`config.mk`:
```
export PLATFORM = sky130hd
export DESIGN_NAME = encoder_8to3_seq
export DESIGN_NICKNAME = d
export VERILOG_FILES = /design/src/rtl/encoder_8to3_seq_pkg.sv /design/src/rtl/prio_enc_8to3.sv /design/src/rtl/encoder_8to3_seq.sv
export SDC_FILE = /design/constraint.sdc
export NUM_CORES = 1
export LEC_CHECK = 0
export ABC_CLOCK_PERIOD_IN_PS = 1700
export CAP_MARGIN = 20
export CORE_AREA = 2 2 41 43
export DETAILED_ROUTE_END_ITERATION = 8
export DIE_AREA = 0 0 43 45
export GPL_TIMING_DRIVEN = 0
export HOLD_SLACK_MARGIN = 0.06
export PLACE_DENSITY = 0.73
export SETUP_SLACK_MARGIN = 0.05
export SLEW_MARGIN = 15
export SYNTH_ARGS = -nofsm -noshare
export SYNTH_HDL_FRONTEND = slang
export SYNTH_SLANG_ARGS = --single-unit
```
`constraint.sdc`:
```
create_clock -name clk -period 1.7 [get_ports clk]
set_clock_uncertainty 0.05 [all_clocks]
set_input_delay 0.34 -clock clk [delete_from_list [all_inputs] [get_ports clk]]
set_output_delay 0.34 -clock clk [all_outputs]
set_load 0.005 [all_outputs]
```
`src/rtl/encoder_8to3_seq_pkg.sv`:
```
// Shared constants, state encoding and bit helpers for the sequential 8-to-3 encoder.
package encoder_8to3_seq_pkg;

   localparam int W_IN  = 8;
   localparam int W_OUT = 3;

   typedef enum logic {
      IDLE = 1'b0,
      EMIT = 1'b1
   } state_t;

   function automatic logic [W_IN-1:0] idx_mask(input logic [W_OUT-1:0] idx);
      logic [W_IN-1:0] m;
      m      = '0;
      m[idx] = 1'b1;
      return m;
   endfunction

   // True when exactly one bit of v is set.
   function automatic logic one_hot(input logic [W_IN-1:0] v);
      return (v != '0) && ((v & (v - W_IN'(1))) == '0);
   endfunction

endpackage

```
`src/rtl/prio_enc_8to3.sv`:
```
// Combinational priority encoder: picks the highest or lowest set bit of vec.
module prio_enc_8to3
   import encoder_8to3_seq_pkg::*;
(
   input  logic [W_IN-1:0]  vec,
   input  logic             msb_first,
   output logic [W_OUT-1:0] idx
);

   // Later loop iterations overwrite earlier ones, so scan order sets priority.
   always_comb begin
      idx = '0;
      if (msb_first) begin
         for (int i = 0; i < W_IN; i++)
            if (vec[i]) idx = W_OUT'(i);
      end else begin
         for (int i = W_IN - 1; i >= 0; i--)
            if (vec[i]) idx = W_OUT'(i);
      end
   end

endmodule

```
`src/rtl/encoder_8to3_seq.sv`:
```
// Accepts an 8-bit request vector and streams out the index of each set bit,
// one beat per output handshake, in MSB- or LSB-first order.
module encoder_8to3_seq
   import encoder_8to3_seq_pkg::*;
#(
   parameter bit MSB_FIRST = 1'b1
) (
   input  logic             clk,
   input  logic             rst,
   input  logic             in_valid,
   output logic             in_ready,
   input  logic [W_IN-1:0]  d,
   output logic [W_OUT-1:0] o,
   output logic             out_valid,
   input  logic             out_ready,
   output logic             last,
   output logic             none
);

   state_t            state_q, state_d;
   logic [W_IN-1:0]   pending_q, pending_d;
   logic              none_q, none_d;
   logic [W_OUT-1:0]  sel;

   prio_enc_8to3 u_prio (
      .vec       (pending_q),
      .msb_first (MSB_FIRST),
      .idx       (sel)
   );

   // Outputs are pure decode of registered state; pending is zero in IDLE, so o reads 0 there.
   assign o         = sel;
   assign in_ready  = (state_q == IDLE);
   assign out_valid = (state_q == EMIT);
   assign last      = out_valid && one_hot(pending_q);
   assign none      = none_q;

   always_ff @(posedge clk) begin
      if (rst) begin
         state_q   <= IDLE;
         pending_q <= '0;
         none_q    <= 1'b0;
      end else begin
         state_q   <= state_d;
         pending_q <= pending_d;
         none_q    <= none_d;
      end
   end

   always_comb begin
      state_d   = state_q;
      pending_d = pending_q;
      none_d    = 1'b0;
      case (state_q)
         IDLE: begin
            if (in_valid) begin
               pending_d = d;
               if (d != '0) state_d = EMIT;
               else         none_d  = 1'b1;
            end
         end
         EMIT: begin
            if (out_ready) begin
               pending_d = pending_q & ~idx_mask(sel);
               if (last) state_d = IDLE;
            end
         end
         default: state_d = IDLE;
      endcase
   end

endmodule

```
==> implementation parameters, run 1 <==
Parameter                              Value

Synthesis
  Number of standard cells after synthesis ... between 70 and 80
  Count of different cell masters after synthesis ... 32
  Ys Warns ... 0
  Synth async-reset ratio ... 0
  Post-synth net total ... between 90 and 100
  Top cells by area in the synthesized netlist ... sky130_fd_sc_hd__dfxtp_1 (32%), sky130_fd_sc_hd__nand3_1 (5.6%), sky130_fd_sc_hd__a21oi_1 (4.8%)
  Mean cell area of the mapped netlist ... a little under 8 um2
  EDFF count, synth ... 0
  Mapped Area ... 626 um2
  Biggest area consumer among synthesized cells ... sky130_fd_sc_hd__dfxtp_1
  Seq cells post-synth ... 10
  Sequential area share after synthesis ... 0.320
  Commonest register cell after synthesis ... sky130_fd_sc_hd__dfxtp_1
  Top cell type's share of synthesized area ... 0.320

Routing
  Drc violations ... 0
  First drt pass iteration count ... 4
  Vias ... slightly below 700
  Post-detailed-routing wire length ... 1720 um
  DRT iter0 DRCs ... 18
  Via/cell ratio ... about 5.7
  Average wire per cell in the routed design ... around 14 um
  Number of nets with antenna violations after detailed routing ... 0

Clock tree
  TritonCTS Buffers ... 3
  Worst-Skew Late Latency ... roughly 270 ps
  Clock slew at the register clock pins of the worst setup and hold paths ... around 60 ps
  Sinks on Clock Net ... 10
  Deepest clock path buffer count ... 2
  Clock Tree Root ... sky130_fd_sc_hd__clkbuf_4
  CTS HTree Levels ... 1
  Clock tree from TritonCTS ... yes

GRT
  First-pass GRT wire length ... approximately 2700 um
  Overflow after GRT ... 0
  Total routing usage reported by global routing ... 0.203
  GRT busiest layer ... met2
  M1 GR Usage ... 0.230
  GR Util met2 ... 0.358
  Largest net degree at the start of global routing ... 10
  Via count of the first global-routing pass ... about 600
  Met3 GRT Util ... 0.0360
  Antenna violations before repair ... 0

Pwr
  PD cells ... between 700 and 800 mW/mm2
  Clock network power share ... 0.238
  Peak supply drop ... approximately 450 uV
  Share of total power in combinational logic ... 0.351
  Post-layout total power ... 0.673 mW
  Power spent charging and discharging nets ... around 0.21 mW
  Pleak ... 0.368 nW
  Relative contribution of sequential cells to total power ... 0.411
  Switching fraction of total power ... 0.310
  Internal portion of total power ... about 0.46 mW

Layout
  Layout Cells excl Fill ... approximately 120
  Antenna fix cells ... 0
  Share of final-layout standard cells stronger than drive strength 1 ... 0.302
  Syn-to-layout area delta ... 47.4%
  Most frequent cells in the layout ... sky130_fd_sc_hd__clkdlybuf4s50_1 (14), sky130_fd_sc_hd__nand2_1 (8), sky130_fd_sc_hd__nand3_1 (7)
  # fillers ... about 140
  Nets ... 120
  Most frequent standard cell in the layout excluding fill and tap cells ... sky130_fd_sc_hd__clkdlybuf4s50_1
  Final design utilization ... 0.627

Worst setup path
  Arrival time reported for the critical path endpoint ... 1610 ps
  Launching instance or port of the critical path ... pending_q[0]
  Startpoint-to-endpoint class of the critical path ... flip-flop to output port
  Category of the worst setup path launch point ... flip-flop
  Setup slack of the most critical reg-to-reg path ... approximately 170 ps
  Reg2Reg Capture Point ... pending_q[1]
  Worst Reg2Reg Path Length in Cells ... 5
  Critical Path End Type ... output port
  Required time of the worst setup path ... ~1300 ps
  Crit Reg-Reg Startpoint ... pending_q[4]
  Critical Path Fanout Max ... 4

STA
  PnR worst setup slack ... -303 ps
  Max-slew violations ... 0
  Final hold violation count ... 0
  Actual slew at the worst max-slew pin ... 329 ps
  Highest clock frequency the design can meet ... around 0.5 GHz
  Final setup vio count ... 2
  Period utilisation layout ... 1.18
  Final Critical Period ... around 2000 ps
  Relative slew slack ... 0.779
  Worst hold margin ... approximately 480 ps
  Setup repair after global routing missed its margin ... true

Outcome
  Failing checks ... negative setup slack
  Outcome ... finished, violations left

Min path
  Startpoint of the worst hold path ... pending_q[5]
  Path category of the worst min-delay check ... flip-flop to flip-flop
  Endpoint of the worst hold-timing path ... pending_q[5]
  Cell count of the worst hold path ... 2

Floorplan
  Initial standard-cell utilization of the core ... 0.425
  Area of the core ... 0.00147 mm2
  Row cnt ... 14
  Height of the chip ... between 40 and 50 um
  Horiz. Die Dim ... between 40 and 50 um
  I/O pin cnt ... 19
  Die footprint ... about 0.0019 mm2

Run
  Maximum Capacitance Violations ... 0

Placement
  Post-DP HPWL ... ~1200 um
  Dpl cells ... 113
  Gpl congestion ... between 0.7 and 0.8
  Number of buffers added on ports ... 18
layer usage:
layer / up-vias / share of wire
li1: 347 / -
met1: 318 / 0.44
met2: 19 / 0.50
met3: 6 / 0.038
met4: 0 / 0.024
met5: - / 0
how the worst max path moves through the flow:
stage / to / cells after the start / slack [ps]
after floorplan: last / 5 / 140
after global placement: last / 6 / -410
after detailed placement: last / 6 / -440
after CTS: last / 6 / -280
after global routing: last / 6 / -370
final: last / 6 / -300
cell type report:
class | count | area [um2] | share of cell area
multi-input combinational | 60 | 404 | 0.438
timing repair buffer | 24 | 216 | 0.235
sequential | 10 | 214 | 0.232
clock buffer | 3 | 22.5 | 0.0244
buffer | 3 | 22.5 | 0.0244
inverter | 6 | 22.5 | 0.0244
tap | 16 | 20.0 | 0.0217
Yosys cell counts, types with 2 or more instances:
master / instances
sky130_fd_sc_hd__dfxtp_1: 10
sky130_fd_sc_hd__nand2_1: 8
sky130_fd_sc_hd__nand3_1: 7
sky130_fd_sc_hd__a21oi_1: 6
sky130_fd_sc_hd__inv_1: 6
sky130_fd_sc_hd__o21ai_0: 6
sky130_fd_sc_hd__nor2_1: 3
sky130_fd_sc_hd__a22oi_1: 2
sky130_fd_sc_hd__and3_1: 2
sky130_fd_sc_hd__nor2b_1: 2
sky130_fd_sc_hd__nor3_1: 2
sky130_fd_sc_hd__nor3b_1: 2
sky130_fd_sc_hd__nor4_1: 2
sky130_fd_sc_hd__o211ai_1: 2
sky130_fd_sc_hd__o21bai_1: 2
sequential cells by signal, indices dropped and copies added, names as in the netlist:
register / flops
none: 1
out_valid: 1
pending_q: 8
metrics by stage:
stage	area [um2]	worst slack, ps	setup TNS [ps]
2_1_floorplan	626	138	0
3_3_place_gp	826	-413	-730
3_5_place_dp	826	-443	-817
4_1_cts	911	-276	-505
5_1_grt	922	-372	-553
6_report	922	-303	-379
cell families (layout without fill, tap and decap cells):
family,Yosys count,count (layout),synth area share
XOR/XNOR,1,1,0.0140
flip-flops,10,10,0.320
buffers and inverters,9,36,0.0680
adder cells (fa/ha/maj),1,1,0.0160
multiplexers,1,1,0.0160
AO/OA/AOI/OAI,21,21,0.218
AND/OR/NAND/NOR,36,36,0.348
worst max-delay path, cell delays in order, from the launching register on:
cell	delay (ps)
sky130_fd_sc_hd__dfxtp_2	340
sky130_fd_sc_hd__nor4_4	350
sky130_fd_sc_hd__and4_4	270
sky130_fd_sc_hd__a21oi_2	40
sky130_fd_sc_hd__nand2_1	90
sky130_fd_sc_hd__and3_1	150
sky130_fd_sc_hd__buf_2	110
timing repair:
action / 4_1_cts / 5_1_grt
hold buffers: 0 / 0
pin swaps: 8 / 6
setup endpoints to repair: 5 / 3
hold endpoints to repair: 0 / 0
buffers inserted: 6 / 1
gates resized for setup: 24 / 5
power groups by stage:
stage	combinational [mW]	clock, mW	sequential, mW
3_5_place_dp	0.203	0	0.277
4_1_cts	0.228	0.162	0.274
5_1_grt	0.256	0.174	0.280
6_report	0.236	0.160	0.277
2_1_floorplan	0.113	0	0.273
3_3_place_gp	0.199	0	0.277
Note: power is estimated with default switching activity, not from simulation.
==> run 2: changes to the inputs <==
CTS_CLUSTER_SIZE = 14   (was not set)
==> results of run 2 <==
No change in the layout: final DEF, timing and power equal those of run 1.
==> run 3: changes to the inputs <==
ABC_AREA = 1   (was not set)
CORE_AREA = 2 2 45 43   (was 2 2 41 43)
DIE_AREA = 0 0 47 45   (was 0 0 43 45)
PLACE_DENSITY = not set   (was 0.73)
PLACE_DENSITY_LB_ADDON = 0.1   (was not set)
SYNTH_HIERARCHICAL = 1   (was not set)
==> run 3 against run 2 <==
Net effect:
- the flow still finishes with violations (negative setup slack)
- core utilization is 1.9 points higher
- via count up 24%
- combinational power rose by 45%
- clock-buffer cell count did not move
- critical path type unchanged
==> implementation parameters, run 3 <==
Parameter                              Value

Clock tree
  Clock Tree Root ... sky130_fd_sc_hd__clkbuf_4
  TritonCTS Buffers ... 3
  Deepest clock path buffer count ... 2
  Number of hold-repair buffers added at the cts stage ... 0
  CTS HTree Levels ... 1
  Sinks on Clock Net ... 10
  Worst-Skew Late Latency ... about 250 ps
  Clock slew at the register clock pins of the worst setup and hold paths ... 60 ps
  Clock tree from TritonCTS ... yes

Routing
  Drc violations ... 0
  First drt pass iteration count ... 4
  Post-detailed-routing wire length ... between 1500 and 2000 um
  DRT iter0 DRCs ... 6
  Number of nets with antenna violations after detailed routing ... 0
  Average wire per cell in the routed design ... roughly 10 um
  Vias ... between 800 and 900
  Via/cell ratio ... between 4 and 5

STA
  Highest clock frequency the design can meet ... 0.574 GHz
  Final setup vio count ... 1
  PnR worst setup slack ... -42.7 ps
  Period utilisation layout ... 1.03
  Final Critical Period ... 1740 ps
  Setup TNS ... -42.7 ps
  Setup repair after global routing missed its margin ... true
  Max-slew violations ... 0
  Final hold violation count ... 0

Synthesis
  Biggest area consumer among synthesized cells ... sky130_fd_sc_hd__dfxtp_1
  Largest family of logic cells by synthesized area ... simple AND/OR/NAND/NOR gates
  Top cells by area in the synthesized netlist ... sky130_fd_sc_hd__dfxtp_1 (28%), sky130_fd_sc_hd__nand2_1 (21%), sky130_fd_sc_hd__o21ai_0 (11%)
  Count of different cell masters after synthesis ... 19
  Area share of and/or/nand/nor cells after synthesis ... 0.386
  Xor/xnor share of the synthesized area ... 0
  Mapped Area ... a little over 700 um2
  Ys Warns ... 6
  EDFF count, synth ... 0
  Post-synthesis adder-cell area fraction ... 0
  Number of standard cells after synthesis ... 130
  Most frequent cell after synthesis ... sky130_fd_sc_hd__nand2_1
  Ranking of synthesized cells by instance count ... sky130_fd_sc_hd__nand2_1 (40), sky130_fd_sc_hd__inv_1 (19), sky130_fd_sc_hd__o21ai_0 (16), sky130_fd_sc_hd__nor2_1 (12), sky130_fd_sc_hd__dfxtp_1 (10)
  Commonest register cell after synthesis ... sky130_fd_sc_hd__dfxtp_1
  Mean cell area of the mapped netlist ... between 5 and 6 um2
  Seq cells post-synth ... 10
  Compound-Gate Fraction of Synth Area ... 0.206
  Sequential area share after synthesis ... 0.277
  Top cell type's share of synthesized area ... 0.277
  Synth async-reset ratio ... 0
  Mux cell area share after synthesis ... 0

GRT
  Antenna violations before repair ... 0
  Via count of the first global-routing pass ... 810
  Total routing usage reported by global routing ... 0.203
  Overflow after GRT ... 0
  Largest net degree at the start of global routing ... 11
  First-pass GRT wire length ... 3110 um

Worst setup path
  Required time of the worst setup path ... between 1000 and 1500 ps
  Crit path max-delay cell type ... sky130_fd_sc_hd__dfxtp_2
  Crit-path most repeated cell ... sky130_fd_sc_hd__nor2_1
  Critical Path Fanout Max ... 4
  Critical Path End Type ... output port
  Largest stage delay on the critical path ... ~340 ps
  Category of the worst setup path launch point ... flip-flop
  Series of cell instances along the critical path ... buf_4, nor2_1, nand3_1, o21ai_2, nand2_1, nor2_1, buf_2
  Startpoint-to-endpoint class of the critical path ... flip-flop to output port
  Arrival time reported for the critical path endpoint ... between 1000 and 1500 ps

Floorplan
  Die footprint ... 0.00212 mm2
  Row cnt ... 14
  Initial standard-cell utilization of the core ... 0.449
  Height of the chip ... 45 um
  Area of the core ... around 0.0016 mm2
  I/O pin cnt ... 19
  Horiz. Die Dim ... ~47 um

Layout
  Nets ... 171
  Share of final-layout standard cells stronger than drive strength 1 ... 0.248
  Most frequent standard cell in the layout excluding fill and tap cells ... sky130_fd_sc_hd__nand2_1
  Syn-to-layout area delta ... 43.9%
  Final design utilization ... 0.646
  Antenna fix cells ... 0
  Max FFs per register ... 8
  Top register by number of flip-flops ... pending_q
  Most frequent cells in the layout ... sky130_fd_sc_hd__nand2_1 (36), sky130_fd_sc_hd__inv_1 (16), sky130_fd_sc_hd__o21ai_0 (14), sky130_fd_sc_hd__clkdlybuf4s50_1 (14)

Placement
  Number of buffers added on ports ... 18
  Post-DP HPWL ... approximately 1400 um
  Gpl congestion ... just under 0.9

Outcome
  Failing checks ... negative setup slack
  Outcome ... finished, violations left

Run
  Maximum Capacitance Violations ... 0

Pwr
  Pleak ... 0.493 nW
  PD cells ... roughly 760 mW/mm2
  Peak supply drop ... 471 uV

Min path
  Path category of the worst min-delay check ... flip-flop to flip-flop
==> run 3: changes by cell type after synthesis, sizes merged, moves of 3 or more <==
cell   change
nand2     +33
a21oi      +3
o21ai     +14
nor2      +10
inv       +17
nand3      -4
==> run 3: layout make-up <==
cell class,count,area (um2)
plain buffers,1,5.00
clock buffers,3,22.5
fillers,161,571
inverters,23,86.3
multi-input cells,98,470
flip-flops and latches,10,221
well taps,24,30.0
repair buffers,22,205
==> run 3: logic make-up (layout without fill, tap and decap cells) <==
| logic type | count (synthesis) | in the layout |
|---|---|---|
| DFF | 10 | 10 |
| other | 1 | 3 |
| AOI/OAI and AO/OA | 29 | 29 |
| and+or+nand+nor | 66 | 66 |
| buffers and inverters | 24 | 49 |
==> run 3: what timing repair did <==
item	in CTS	in global routing
endpoints found under the setup margin	4	5
cloned	0	0
resized for setup	31	11
pin swaps	5	3
buffers inserted	4	0
==> run 3: routing by layer <==
metal  global-route usage  up-vias  wire (um)
met4                0.133        0         42
met2                0.348       17        915
li1                     -      462          -
met5                    0        -          0
met1                0.240      374        808
met3               0.0120        6         35
==> run 3: where the power goes <==
group	total, mW	leakage (nW)	switching, mW	internal (mW)
logic	0.342	0.393	0.185	0.157
clock network	0.150	0.0138	0.0686	0.0811
registers	0.298	0.0865	0.0388	0.259
total	0.790	0.493	0.293	0.497
==> run 3: through the flow <==
stage	cells	setup slack (ps)	total power, mW	hold slack (ps)	instance area [um2]
floorplan	132	340	0.481	368	731
global placement	174	-109	0.595	484	941
detailed placement	174	-153	0.605	490	941
CTS	181	-23.2	0.774	463	1030
global route	181	-123	0.857	490	1040
finish	181	-42.7	0.790	477	1040
==> run 3: critical path: cells and delay by family (launching register included) <==
kind	cells	cell delay [ps]
compound gates	1	150
flops	1	340
buf+inv	2	240
simple gates	4	370
==> run 3: path summary, 6_finish.rpt <==
kind / depth (start not counted) / to / slack (ps) / start
worst min-delay path: 2 / pending_q[2] / 480 / pending_q[2]
worst max register to register: 12 / pending_q[2] / 140 / pending_q[2]
worst max-delay path: 7 / last / -40 / pending_q[2]
worst min register to register: 2 / pending_q[2] / 480 / pending_q[2]
